[src/rtl/video_timing_tpg.sv]
// video_timing_tpg: pixel-clock video timing generator with test pattern source.
// Optional feature macro: TPG_ANIMATE_EN (adds a frame counter that scrolls the
// grey ramp and the checkerboard once per frame).
module video_timing_tpg #(
  parameter int unsigned H_ACTIVE = 640,
  parameter int unsigned H_FP     = 16,
  parameter int unsigned H_SYNC   = 96,
  parameter int unsigned H_BP     = 48,
  parameter int unsigned V_ACTIVE = 480,
  parameter int unsigned V_FP     = 10,
  parameter int unsigned V_SYNC   = 2,
  parameter int unsigned V_BP     = 33,
  parameter bit          HS_POL   = 1'b0,
  parameter bit          VS_POL   = 1'b0
) (
  input  logic        clk_pix,
  input  logic        rst,
  input  logic [1:0]  mode,
  input  logic [23:0] solid_rgb,
  output logic        hsync,
  output logic        vsync,
  output logic        de,
  output logic [23:0] video_data,
  output logic [11:0] x,
  output logic [10:0] y,
  output logic        frame_start
);

  localparam int unsigned H_TOTAL = H_ACTIVE + H_FP + H_SYNC + H_BP;
  localparam int unsigned V_TOTAL = V_ACTIVE + V_FP + V_SYNC + V_BP;
  localparam int unsigned BAR_W   = H_ACTIVE / 8;

  localparam logic [11:0] H_LAST   = 12'(H_TOTAL - 1);
  localparam logic [11:0] H_ACT    = 12'(H_ACTIVE);
  localparam logic [11:0] HS_BEG   = 12'(H_ACTIVE + H_FP);
  localparam logic [11:0] HS_END   = 12'(H_ACTIVE + H_FP + H_SYNC);
  localparam logic [11:0] BAR_LAST = 12'(BAR_W - 1);
  localparam logic [10:0] V_LAST   = 11'(V_TOTAL - 1);
  localparam logic [10:0] V_ACT    = 11'(V_ACTIVE);
  localparam logic [10:0] VS_BEG   = 11'(V_ACTIVE + V_FP);
  localparam logic [10:0] VS_END   = 11'(V_ACTIVE + V_FP + V_SYNC);

  logic [11:0] h_cnt_q, h_cnt_d;
  logic [10:0] v_cnt_q, v_cnt_d;
  logic [11:0] bar_px_q, bar_px_d;
  logic [2:0]  bar_idx_q, bar_idx_d;
  logic [1:0]  mode_q, mode_d;
  logic [23:0] solid_q, solid_d;

  logic        hsync_q, hsync_d;
  logic        vsync_q, vsync_d;
  logic        de_q, de_d;
  logic [23:0] video_q, video_d;
  logic [11:0] x_q, x_d;
  logic [10:0] y_q, y_d;
  logic        fs_q, fs_d;

  logic        frame_origin;
  logic        h_wrap;
  logic        active;
  logic [7:0]  ramp;
  logic        chk_x;
  logic [23:0] bar_rgb;
  logic [23:0] pix;

`ifdef TPG_ANIMATE_EN
  logic [7:0]  frame_cnt_q, frame_cnt_d;
  logic [5:0]  chk_sum;
`endif

  // Next-state: counters, bar counter, frame-aligned pattern select, outputs
  always_comb begin
    frame_origin = (h_cnt_q == 12'd0) && (v_cnt_q == 11'd0);
    h_wrap       = (h_cnt_q == H_LAST);
    active       = (h_cnt_q < H_ACT) && (v_cnt_q < V_ACT);

    // Pattern settings only change at the top-left pixel so frames never tear
    mode_d  = frame_origin ? mode      : mode_q;
    solid_d = frame_origin ? solid_rgb : solid_q;

    h_cnt_d = h_wrap ? 12'd0 : h_cnt_q + 12'd1;
    v_cnt_d = v_cnt_q;
    if (h_wrap) begin
      v_cnt_d = (v_cnt_q == V_LAST) ? 11'd0 : v_cnt_q + 11'd1;
    end

    // Bar counter tracks h_cnt; it restarts with the line
    bar_px_d  = bar_px_q + 12'd1;
    bar_idx_d = bar_idx_q;
    if (h_wrap) begin
      bar_px_d  = 12'd0;
      bar_idx_d = 3'd0;
    end else if (bar_px_q == BAR_LAST) begin
      bar_px_d  = 12'd0;
      bar_idx_d = bar_idx_q + 3'd1;
    end

`ifdef TPG_ANIMATE_EN
    frame_cnt_d = (h_wrap && (v_cnt_q == V_LAST)) ? frame_cnt_q + 8'd1 : frame_cnt_q;
    ramp        = h_cnt_q[7:0] + frame_cnt_q;
    chk_sum     = h_cnt_q[5:0] + frame_cnt_q[5:0];
    chk_x       = (chk_sum >= 6'd32);
`else
    ramp        = h_cnt_q[7:0];
    chk_x       = h_cnt_q[5];
`endif

    case (bar_idx_q)
      3'd0:    bar_rgb = 24'hFFFFFF;
      3'd1:    bar_rgb = 24'hFFFF00;
      3'd2:    bar_rgb = 24'h00FFFF;
      3'd3:    bar_rgb = 24'h00FF00;
      3'd4:    bar_rgb = 24'hFF00FF;
      3'd5:    bar_rgb = 24'hFF0000;
      3'd6:    bar_rgb = 24'h0000FF;
      default: bar_rgb = 24'h000000;
    endcase

    case (mode_d)
      2'd0:    pix = bar_rgb;
      2'd1:    pix = {ramp, ramp, ramp};
      2'd2:    pix = (chk_x ^ v_cnt_q[5]) ? 24'hFFFFFF : 24'h000000;
      default: pix = solid_d;
    endcase

    hsync_d = ((h_cnt_q >= HS_BEG) && (h_cnt_q < HS_END)) ? HS_POL : ~HS_POL;
    vsync_d = ((v_cnt_q >= VS_BEG) && (v_cnt_q < VS_END)) ? VS_POL : ~VS_POL;
    de_d    = active;
    video_d = active ? pix : 24'd0;
    x_d     = h_cnt_q;
    y_d     = v_cnt_q;
    fs_d    = frame_origin;
  end

  // State and output registers, synchronous reset
  always_ff @(posedge clk_pix) begin
    if (rst) begin
      h_cnt_q   <= 12'd0;
      v_cnt_q   <= 11'd0;
      bar_px_q  <= 12'd0;
      bar_idx_q <= 3'd0;
      mode_q    <= 2'd0;
      solid_q   <= 24'd0;
      hsync_q   <= ~HS_POL;
      vsync_q   <= ~VS_POL;
      de_q      <= 1'b0;
      video_q   <= 24'd0;
      x_q       <= 12'd0;
      y_q       <= 11'd0;
      fs_q      <= 1'b0;
`ifdef TPG_ANIMATE_EN
      frame_cnt_q <= 8'd0;
`endif
    end else begin
      h_cnt_q   <= h_cnt_d;
      v_cnt_q   <= v_cnt_d;
      bar_px_q  <= bar_px_d;
      bar_idx_q <= bar_idx_d;
      mode_q    <= mode_d;
      solid_q   <= solid_d;
      hsync_q   <= hsync_d;
      vsync_q   <= vsync_d;
      de_q      <= de_d;
      video_q   <= video_d;
      x_q       <= x_d;
      y_q       <= y_d;
      fs_q      <= fs_d;
`ifdef TPG_ANIMATE_EN
      frame_cnt_q <= frame_cnt_d;
`endif
    end
  end

  assign hsync       = hsync_q;
  assign vsync       = vsync_q;
  assign de          = de_q;
  assign video_data  = video_q;
  assign x           = x_q;
  assign y           = y_q;
  assign frame_start = fs_q;

endmodule
[config.mk]
export PLATFORM = sky130hd
export DESIGN_NAME = video_timing_tpg
export DESIGN_NICKNAME = d
export VERILOG_FILES = /design/src/rtl/video_timing_tpg.sv
export SDC_FILE = /design/constraint.sdc
export NUM_CORES = 1
export LEC_CHECK = 0
export BUFFER_PORTS_ARGS = -buffer_cell sky130_fd_sc_hd__buf_2
export CAP_MARGIN = 10
export CORE_MARGIN = 2
export CORE_UTILIZATION = 40
export DETAILED_ROUTE_END_ITERATION = 8
export PLACE_DENSITY = 0.68
export SLEW_MARGIN = 0
export SYNTH_ARGS = -nofsm -noshare
export SYNTH_HDL_FRONTEND = slang
export SYNTH_SLANG_ARGS = --single-unit
[constraint.sdc]
create_clock -name clk_pix -period 3.3 [get_ports clk_pix]
set_clock_uncertainty 0.2 [all_clocks]
set_input_delay 0.495 -clock clk_pix [delete_from_list [all_inputs] [get_ports clk_pix]]
set_output_delay 0.495 -clock clk_pix [all_outputs]
set_load 0.03 [all_outputs]
After elaboration in Yosys (flattened, before gate mapping)
Index checks and enable logic that the tools add are counted.

Flip-flop bits (word level): 115. Input port bits: 28.

Reductions and logical operators: 11. Equality and inequality tests: 11. Bitwise operators: 2. Mux-type cells: 8. Magnitude comparators: 6. $add $sub $neg: 4.

Operators with widths (count): $pmux W24 S7 (1); $pmux W24 S3 (1); $mux W24 (2); $add A12 B1 Y12 const B (2); $lt A12 B10 Y1 const B (2); $lt A11 B9 Y1 const B (2); $eq A12 B10 Y1 const B (1); $eq A12 B7 Y1 const B (1); $ge A12 B10 Y1 const B (1); $logic_not A12 Y1 (1); $add A11 B1 Y11 const B (1); $eq A11 B10 Y1 const B (1); $ge A11 B9 Y1 const B (1); $logic_not A11 Y1 (1); $mux W11 (1); $eq A3 B3 Y1 const B (3); $eq A3 B2 Y1 const B (2); $logic_and A1 B1 Y1 (4); $reduce_or A2 Y1 (2); $add A3 B1 Y3 const B (1); $eq A3 B1 Y1 const B (1); $logic_not A3 Y1 (1); $reduce_or A3 Y1 (1); $eq A2 B1 Y1 const B (1); other kinds (6) (7).

Longest topological paths before layout
Gate-level depths: netlist (run 1).

Depth after elaboration: 5. Mapped depth: 9. Mapped depth without buffers: 7.

Least setup slack after synthesis (run 1)
Ideal clock, no wire load.

Path kind: register to register. From: register h_cnt_q[6]. To: register bar_idx_q[2]. Data arrival time: 1.884 ns. Data required time: 2.983 ns. Cell stages (with the launch flop): 8. Path slack: 1.099 ns. Buffers on the path: 3. Clock period less this slack: 2.201 ns. Cell sequence: dfxtp_1 -> buf_6 -> or4_4 -> nor3_1 -> or2_2 -> buf_2 -> buf_2 -> nor2_1.

Longest elaborated chain between the ends: 2.

Ends and longest elaborated chain: from (decl) (RTL line 43) `logic [11:0] h_cnt_q, h_cnt_d;`; from (signal assigned) (RTL line 155) `h_cnt_q <= h_cnt_d;`; $eq A12 B10 Y1 (RTL line 74) `h_wrap = (h_cnt_q == H_LAST);`; $reduce_or A2 Y1 (no source line); to (signal assigned) (RTL line 158) `bar_idx_q <= bar_idx_d;`; to (decl) (RTL line 46) `logic [2:0] bar_idx_q, bar_idx_d;`.

Every way passes these cells. A chain may end at the register's enable or synchronous reset.

Worst setup path after layout (run 1)
From: register v_cnt_q[5]. To: register video_q[9] (netlist: video_data[9]).

Longest elaborated chain between the ends: 5. Elaborated cells on any way between the ends: 14. Those cells by class: order compare (1); eq/ne (2); mux (4); bitwise (2); reduce/logical (5).

Ends and longest elaborated chain: from (decl) (RTL line 44) `logic [10:0] v_cnt_q, v_cnt_d;`; from (signal assigned) (RTL line 156) `v_cnt_q <= v_cnt_d;`; branches (longest 5 deep; another with $lt A11 B9 Y1); to (signal assigned) (RTL line 164) `video_q <= video_d;`; to (decl) (RTL line 53) `logic [23:0] video_q, video_d;`.

Parallel ways; which one is timed is not known.

==> metrics.json, run 1 <==
{
  "netlist_instances": 508,
  "leading_cell_types_in_the_layout_fill_and_taps_excluded": "sky130_fd_sc_hd__dfxtp_1 (115), sky130_fd_sc_hd__buf_2 (78), sky130_fd_sc_hd__nand2_1 (73), sky130_fd_sc_hd__a21oi_1 (53), sky130_fd_sc_hd__nor2_1 (44)",
  "globalRouteOverflowTotal": 0,
  "drt-pass1-iter-count": 5,
  "syn_to_final_growth_pct": 23.6,
  "postLayoutSetupSlackWorst_ns": 0.676,
  "synth.cell_area_um2": 4540,
  "cp.arrival_ns": 2.76,
  "route.final.wire_length_mm": 11.0,
  "synth.yosys.seq_area_share": 0.507,
  "gr-usage-all-layers": 0.180,
  "dp.final_hpwl_mm": 7.48,
  "ys_seq_elements": 115,
  "worst_tran_pin_value_ns": 0.863,
  "min-delay-start": "rst",
  "met2_length_mm": 5.11,
  "max_slew_margin": 0.425,
  "r2r_cells": 5,
  "ir_worst_vdd_uv": 288,
  "clkSinkCount": 115,
  "met3RoutedLength_um": 741,
  "grt_start_max_net_pins": 56,
  "crit_required_ns": 3.44,
  "crit_path_start": "v_cnt_q[5]",
  "num_antenna_cells": 0,
  "max_cap_violations": 0,
  "fin_cells": 736,
  "placeableCoreArea_um2": 11000,
  "hold_path_end": "hsync",
  "grt_setup_unrepaired": "false",
  "die_height_um": 111,
  "mappedNetlistNets": 546,
  "place_worst_setup_slack_ns": 0.772,
  "port_buffers": 78,
  "drive_gt1_frac": 0.210,
  "detail-route-antenna-nets": 0,
  "start_util": 0.414,
  "fp.dieArea_um2": 12200,
  "critPathCaptureType": "register",
  "final-max-slew-violation-count": 0,
  "max_used_layer": "met4",
  "ctsRootBufferMaster": "sky130_fd_sc_hd__clkbuf_16",
  "yosys.cell_types.count": 46,
  "outcome": "finished clean",
  "floorplan.die.width_um": 111,
  "postCtsSetupBuffers": 0,
  "setup.worst_path.start_class": "register",
  "class_of_the_tightest_hold_or_removal_check": "input port to register",
  "reg2reg_from": "v_cnt_q[5]",
  "clock_latency_ns": 0.41,
  "reg2reg_setup_slack_ns": 0.68,
  "first_global_vias": 3671,
  "synth-edff-count": 0,
  "timing.setup.tns_ns": 0,
  "routed_wire_length_per_instance_um": 14.9,
  "num_io_pins": 79,
  "placedCellCount": 704,
  "cts_buffers": 17,
  "htree_levels": 4,
  "total_power_after_layout_uw": 3760,
  "num_vias": 3884,
  "hold_buffers_post_cts": 0,
  "min_hold_slack_ns": 0.126,
  "cts_tree": "built",
  "total_leakage_power_uw": 0.00234,
  "route.detailed.vias_per_inst": 5.28,
  "gpl.final_weighted_congestion": 0.857,
  "setup_viol_count_final": 0,
  "path_clk_slew_ns": 0.06,
  "drc": 0,
  "worstReg2RegEnd": "video_data[9]",
  "std_cell_rows": 38,
  "fmax_mhz": 381,
  "asyncSetResetFlopFracSynth": 0,
  "finish.net_count": 621,
  "mean_instance_size_in_the_synthesized_netlist_um2": 8.94,
  "ys_warn_count": 0,
  "whs_path_depth": 3,
  "nFillCells": 1029,
  "power_per_cell_area_nw_per_um2": 670,
  "m1WireLength_mm": 4.91,
  "critPathMaxFanout": 24,
  "finalCriticalPeriod_ns": 2.62,
  "mostFrequentLayoutCell": "sky130_fd_sc_hd__dfxtp_1",
  "global_route_wire_length_before_repair_mm": 17.9,
  "dr.first_iter.drc_count": 271,
  "finalHoldViolCount": 0,
  "timing_worst_setup_path_type": "register to register",
  "synth_flop_cell": "sky130_fd_sc_hd__dfxtp_1",
  "grt_antenna_before_repair": 0,
  "post-route-period-util": 0.795,
  "post_cts.resized_instances": 0,
  "max-clock-path-buffers": 2
}
## how the worst max path moves through the flow
stage | endpoint | cells after the start
finish | video_data[9] | 5
global route | video_data[9] | 7
CTS | video_data[15] | 5
detailed placement | video_data[14] | 5
global placement | video_data[15] | 5
floorplan | bar_idx_q[2] | 7
## Yosys cell counts, drive strengths merged, types with 3 or more instances
| cell | instances | share of area |
|---|---|---|
| dfxtp | 115 | 0.51 |
| nand2 | 73 | 0.060 |
| a21oi | 53 | 0.058 |
| nor2 | 45 | 0.038 |
| nor2b | 21 | 0.029 |
| o22ai | 18 | 0.025 |
| xor2 | 18 | 0.035 |
| clkbuf | 17 | 0.014 |
| nand3 | 16 | 0.018 |
| and3 | 12 | 0.017 |
| buf | 12 | 0.015 |
| xnor2 | 11 | 0.021 |
| ha | 10 | 0.028 |
| nand4 | 10 | 0.015 |
| o221ai | 10 | 0.019 |
| inv | 9 | 0.0074 |
| nor3 | 6 | 0.0066 |
| nor4 | 6 | 0.012 |
| o21ai | 6 | 0.0066 |
| and2 | 4 | 0.0055 |
| and4 | 4 | 0.0077 |
| nand2b | 4 | 0.0055 |
| o211ai | 4 | 0.0066 |
| mux2 | 3 | 0.0074 |
## per-layer routing
| metal | up-vias | track usage |
|---|---|---|
| li1 | 1906 | - |
| met1 | 1817 | 0.232 |
| met2 | 144 | 0.288 |
| met3 | 17 | 0.0472 |
| met4 | 0 | 0.0750 |
| met5 | - | 0 |
## cell type report
cell class / instances / area [um2] / area share
Clock buffer: 17 / 425 / 0.0758
Sequential cell: 115 / 2300 / 0.410
Clock inverter: 15 / 158 / 0.0281
Inverter: 9 / 33.8 / 0.00602
Tap cell: 140 / 175 / 0.0312
Multi-Input combinational cell: 355 / 2080 / 0.370
Timing Repair Buffer: 85 / 443 / 0.0789
## report_power, final
group,switching [uW],internal [uW]
Sequential,47.5,1490
Combinational,302,137
Clock,673,1110
Total,1020,2740
## flip-flops by register name (all words and copies together) (netlist names)
register	count
bar_idx_q	3
bar_px_q	12
de	1
frame_start	1
h_cnt_q	12
hsync	1
mode_q	2
solid_q	24
v_cnt_q	11
video_data	24
vsync	1
x	12
y	11
## kinds of logic (layout without fill, tap and decap cells)
kind of cell,count (synthesis),count (layout),share of synthesized area
flip-flops,115,115,0.507
adder cells (fa/ha/maj),10,10,0.0275
buffers and inverters,38,126,0.0361
AO/OA/AOI/OAI,97,97,0.126
AND/OR/NAND/NOR,215,215,0.238
multiplexers,4,4,0.00964
XOR/XNOR,29,29,0.0559
## critical path, stage by stage, from the launching register on
cell	delay (ns)
sky130_fd_sc_hd__dfxtp_1	0.39
sky130_fd_sc_hd__nor4_1	0.55
sky130_fd_sc_hd__and4_1	0.33
sky130_fd_sc_hd__a21o_1	0.70
sky130_fd_sc_hd__o221ai_1	0.22
sky130_fd_sc_hd__a21oi_1	0.15
## per-stage QoR
step                area (um2)  utilization
floorplan                 4540            -
global placement          5030        0.458
detailed placement        5030        0.458
CTS                       5610        0.511
global route              5610        0.511
finish                    5610        0.511
Note: power is estimated with default switching activity, not from simulation.
==> run 2, diff against run 1 <==
--- a/config.mk
+++ b/config.mk
@@ -5,6 +5,7 @@
 export SDC_FILE = /design/constraint.sdc
 export NUM_CORES = 1
 export LEC_CHECK = 0
+export ABC_AREA = 1
 export BUFFER_PORTS_ARGS = -buffer_cell sky130_fd_sc_hd__buf_2
 export CAP_MARGIN = 10
 export CORE_MARGIN = 2
==> constraint.sdc (replaced) <==
create_clock -name clk_pix -period 2.7 [get_ports clk_pix]
set_clock_uncertainty 0.2 [all_clocks]
set_input_delay 0.405 -clock clk_pix [delete_from_list [all_inputs] [get_ports clk_pix]]
set_output_delay 0.405 -clock clk_pix [all_outputs]
set_load 0.03 [all_outputs]
==> metrics.json, run 2 <==
{
  "outcome": "finished clean",
  "drt-pass1-iter-count": {"value": 4, "change": "-1"},
  "post_cts.resized_instances": {"value": 0, "change": "unchanged"},
  "grt_antenna_before_repair": {"value": 0, "change": "unchanged"},
  "detail-route-antenna-nets": {"value": 0, "change": "unchanged"},
  "floorplan.die.width": {"value": 114, "unit": "um", "change": "+3.2%"},
  "crit_path_start": "v_cnt_q[0]",
  "max-clock-path-buffers": {"value": 2, "change": "unchanged"},
  "pwr-share-seq": {"value": 0.400, "change": "-0.008"},
  "crit_required": {"value": 2.84, "unit": "ns", "change": "-0.60 ns"},
  "dp.final_hpwl": {"value": 7.55, "unit": "mm", "change": "+0.83%"},
  "clkSinkCount": {"value": 115, "change": "unchanged"},
  "path_clk_slew": {"value": 0.05, "unit": "ns", "change": "about the same"},
  "drive_gt1_frac": {"value": 0.200, "change": "-0.00973"},
  "comb_power_share": {"value": 0.133, "change": "+0.016"},
  "asyncSetResetFlopFracSynth": {"value": 0, "change": "unchanged"},
  "setup.worst_path.start_class": "register",
  "ctsRootBufferMaster": "sky130_fd_sc_hd__clkbuf_16",
  "cpMaxStageDelayCell": "sky130_fd_sc_hd__dfxtp_1",
  "ys_top_cells_by_count": "sky130_fd_sc_hd__nor2_1 (135), sky130_fd_sc_hd__dfxtp_1 (115), sky130_fd_sc_hd__inv_1 (103)",
  "leading_cell_types_in_the_layout_fill_and_taps_excluded": "sky130_fd_sc_hd__nor2_1 (135), sky130_fd_sc_hd__dfxtp_1 (115), sky130_fd_sc_hd__inv_1 (103), sky130_fd_sc_hd__buf_2 (78), sky130_fd_sc_hd__nand2_1 (72)",
  "hold_buffers_post_cts": {"value": 0, "change": "unchanged"},
  "netSwitchingPower": {"value": 1210, "unit": "uW", "change": "+18%"},
  "clock_latency": {"value": 0.40, "unit": "ns", "change": "about the same"},
  "start_util": {"value": 0.407, "change": "-0.00608"},
  "num_io_pins": {"value": 79, "change": "unchanged"},
  "fmax": {"value": 438, "unit": "MHz", "change": "+15%"},
  "synth.cell_area": {"value": 4850, "unit": "um2", "change": "+6.9%"},
  "cts_buffers": {"value": 17, "change": "unchanged"},
  "grtUsageMet3": {"value": 0.0529, "change": "+0.00574"},
  "htree_levels": {"value": 4, "change": "unchanged"},
  "critPathCaptureType": "register",
  "dr.first_iter.drc_count": {"value": 196, "change": "-28%"},
  "swShare": {"value": 0.263, "change": "-0.00943"},
  "synth.top_cell.area_share": {"value": 0.474, "change": "-0.0325"},
  "critPathMaxFanout": {"value": 49, "change": "+100%"},
  "port_buffers": {"value": 78, "change": "unchanged"},
  "synth-edff-count": {"value": 0, "change": "unchanged"},
  "grt_util_met1": {"value": 0.230, "change": "-0.00153"},
  "crit_path_max_incr_delay": {"value": 0.32, "unit": "ns", "change": "-0.38 ns"},
  "grt_start_max_net_pins": {"value": 54, "change": "-3.6%"},
  "max_cap_violations": {"value": 0, "change": "unchanged"},
  "total_leakage_power": {"value": 0.00273, "unit": "uW", "change": "+17%"},
  "synth_flop_cell": "sky130_fd_sc_hd__dfxtp_1",
  "fp.dieArea": {"value": 13000, "unit": "um2", "change": "+6.6%"},
  "cts_tree": "built",
  "yosys.cell_types.count": {"value": 37, "change": "-20%"},
  "placeableCoreArea": {"value": 11900, "unit": "um2", "change": "+8.5%"},
  "global_route_wire_length_before_repair": {"value": 17.9, "unit": "mm", "change": "+0.19%"},
  "setup_viol_count_final": {"value": 0, "change": "unchanged"},
  "ys_warn_count": {"value": 0, "change": "unchanged"},
  "first_global_vias": {"value": 3799, "change": "+3.5%"},
  "routed_wire_length_per_instance": {"value": 12.1, "unit": "um", "change": "-19%"},
  "timing_worst_setup_path_type": "register to register",
  "finish.net_count": {"value": 767, "change": "+24%"},
  "final-max-slew-violation-count": {"value": 0, "change": "unchanged"},
  "num_vias": {"value": 4119, "change": "+6.1%"},
  "globalRouteMet2Util": {"value": 0.264, "change": "-0.0240"},
  "num_antenna_cells": {"value": 0, "change": "unchanged"},
  "finalHoldViolCount": {"value": 0, "change": "unchanged"},
  "min-delay-start": "solid_rgb[23]",
  "std_cell_rows": {"value": 40, "change": "+5.3%"},
  "power_per_cell_area": {"value": 779, "unit": "nW/um2", "change": "+16%"},
  "synth.yosys.seq_area_share": {"value": 0.474, "change": "-0.0325"},
  "gpl.final_weighted_congestion": {"value": 0.860, "change": "+0.33%"},
  "yosys.cell_count.top_type": "sky130_fd_sc_hd__nor2_1",
  "syn_to_final_growth_pct": 22.1,
  "class_of_the_tightest_hold_or_removal_check": "input port to register",
  "drc": {"value": 0, "change": "unchanged"},
  "mostFrequentLayoutCell": "sky130_fd_sc_hd__nor2_1",
  "clock_power_share": {"value": 0.467, "change": "-0.008"},
  "synth_top_cells_by_area": "sky130_fd_sc_hd__dfxtp_1 (47%), sky130_fd_sc_hd__nor2_1 (10%), sky130_fd_sc_hd__inv_1 (8.0%)",
  "grt_setup_unrepaired": "false",
  "ir_worst_vdd": {"value": 340, "unit": "uV", "change": "+18%"},
  "timing.setup.tns": {"value": 0, "unit": "ns", "change": "unchanged"},
  "netlist_instances": {"value": 646, "change": "+27%"},
  "globalRouteOverflowTotal": {"value": 0, "change": "unchanged"},
  "die_height": {"value": 114, "unit": "um", "change": "+3.2%"},
  "ys_seq_elements": {"value": 115, "change": "unchanged"},
  "reg2reg_from": "v_cnt_q[0]",
  "route.final.wire_length": {"value": 10.7, "unit": "mm", "change": "-2.2%"},
  "cell_internal_pwr": {"value": 3400, "unit": "uW", "change": "+24%"},
  "synth_area_leader_cell": "sky130_fd_sc_hd__dfxtp_1",
  "post-route-period-util": {"value": 0.846, "change": "+0.0509"},
  "mappedNetlistNets": {"value": 684, "change": "+25%"},
  "cp.arrival": {"value": 2.42, "unit": "ns", "change": "-0.34 ns"},
  "route.detailed.vias_per_inst": {"value": 4.64, "change": "-12%"},
  "finalCriticalPeriod": {"value": 2.28, "unit": "ns", "change": "-0.340 ns"},
  "total_power_after_layout": {"value": 4620, "unit": "uW", "change": "+23%"},
  "globalRoute.busiestLayer": "met2",
  "worst_path_cell_chain": "inv_1, ha_1, inv_1, nor2_1, nand2_2, nor2_4, nand3_4, buf_4, o21ai_0, o21ai_1, nor2_1",
  "layout.core_utilization": {"value": 0.497, "change": "-0.0136"},
  "mean_instance_size_in_the_synthesized_netlist": {"value": 7.51, "unit": "um2", "change": "-16%"},
  "worst_tran_pin_value": {"value": 0.569, "unit": "ns", "change": "-0.294 ns"},
  "gr-usage-all-layers": {"value": 0.173, "change": "-0.00700"},
  "postCtsSetupBuffers": {"value": 0, "change": "unchanged"},
  "max_slew_margin": {"value": 0.620, "change": "+0.196"}
}
[run 2: cell types whose count changed in the layout (fill, tap and decap cells not counted), moves of 10 or more]
cell	change
sky130_fd_sc_hd__nor2b_1	-21
sky130_fd_sc_hd__o22ai_1	-18
sky130_fd_sc_hd__o221ai_1	-10
sky130_fd_sc_hd__inv_1	+94
sky130_fd_sc_hd__o21ai_0	+21
sky130_fd_sc_hd__o21ai_1	+30
sky130_fd_sc_hd__nor2_1	+91
sky130_fd_sc_hd__xor2_1	-12
sky130_fd_sc_hd__nand3_1	+16
sky130_fd_sc_hd__and3_1	-11
sky130_fd_sc_hd__a21oi_1	-36
[run 2: path summary, 6_finish.rpt]
kind	slack [ns]	cells after the start	end
max	0.42	11	video_data[5]
min reg2reg	0.29	1	h_cnt_q[0]
min	0.14	5	solid_q[23]
max reg2reg	0.42	11	video_data[5]
[run 2: metal layers]
metal | vias up | share of wire
met1 | 1835 | 0.49
met5 | - | 0
met3 | 12 | 0.044
met4 | 0 | 0.017
met2 | 78 | 0.45
li1 | 2194 | -
[run 2: kinds of logic (layout without fill, tap and decap cells)]
group / after synthesis / count (layout) / synth area share
AND/OR/NAND/NOR: 300 / 300 / 0.283
buffers and inverters: 128 / 222 / 0.108
flip-flops: 115 / 115 / 0.474
AO/OA/AOI/OAI: 84 / 84 / 0.0925
adder cells (fa/ha/maj): 10 / 10 / 0.0258
XOR/XNOR: 9 / 9 / 0.0162
[run 2: critical path: cells and delay by family (launching register included)]
family,cells,cell delay (ns)
buf+inv,3,0.46
simple gates,5,0.57
fa+ha+maj,1,0.19
flops,1,0.32
compound gates,2,0.45
[run 2: stage by stage]
stage	hold WS, ns	instances	worst slack (ns)	instance area (um2)
floorplan	0.230	646	0.775	4850
global placement	0.250	857	0.493	5350
detailed placement	0.277	857	0.445	5350
CTS	0.121	887	0.422	5930
global route	0.157	887	0.231	5930
finish	0.135	887	0.416	5930
[run 2: power by group through the flow]
stage                     sequential [uW]  combinational (uW)  clock [uW]
after detailed placement             1880                 612           0
final                                1850                 612        2160
after global routing                 1850                 684        2290
after global placement               1880                 610           0
after floorplan                      2000                 346           0
after CTS                            1850                 615        2200
[run 2: final cells by class]
type	count	area, um2
inverters	109	409
repair buffers	83	428
fillers	1163	5990
multi-input cells	403	2030
clock buffers	21	470
well taps	147	184
clock inverters	9	106
flip-flops and latches	115	2300
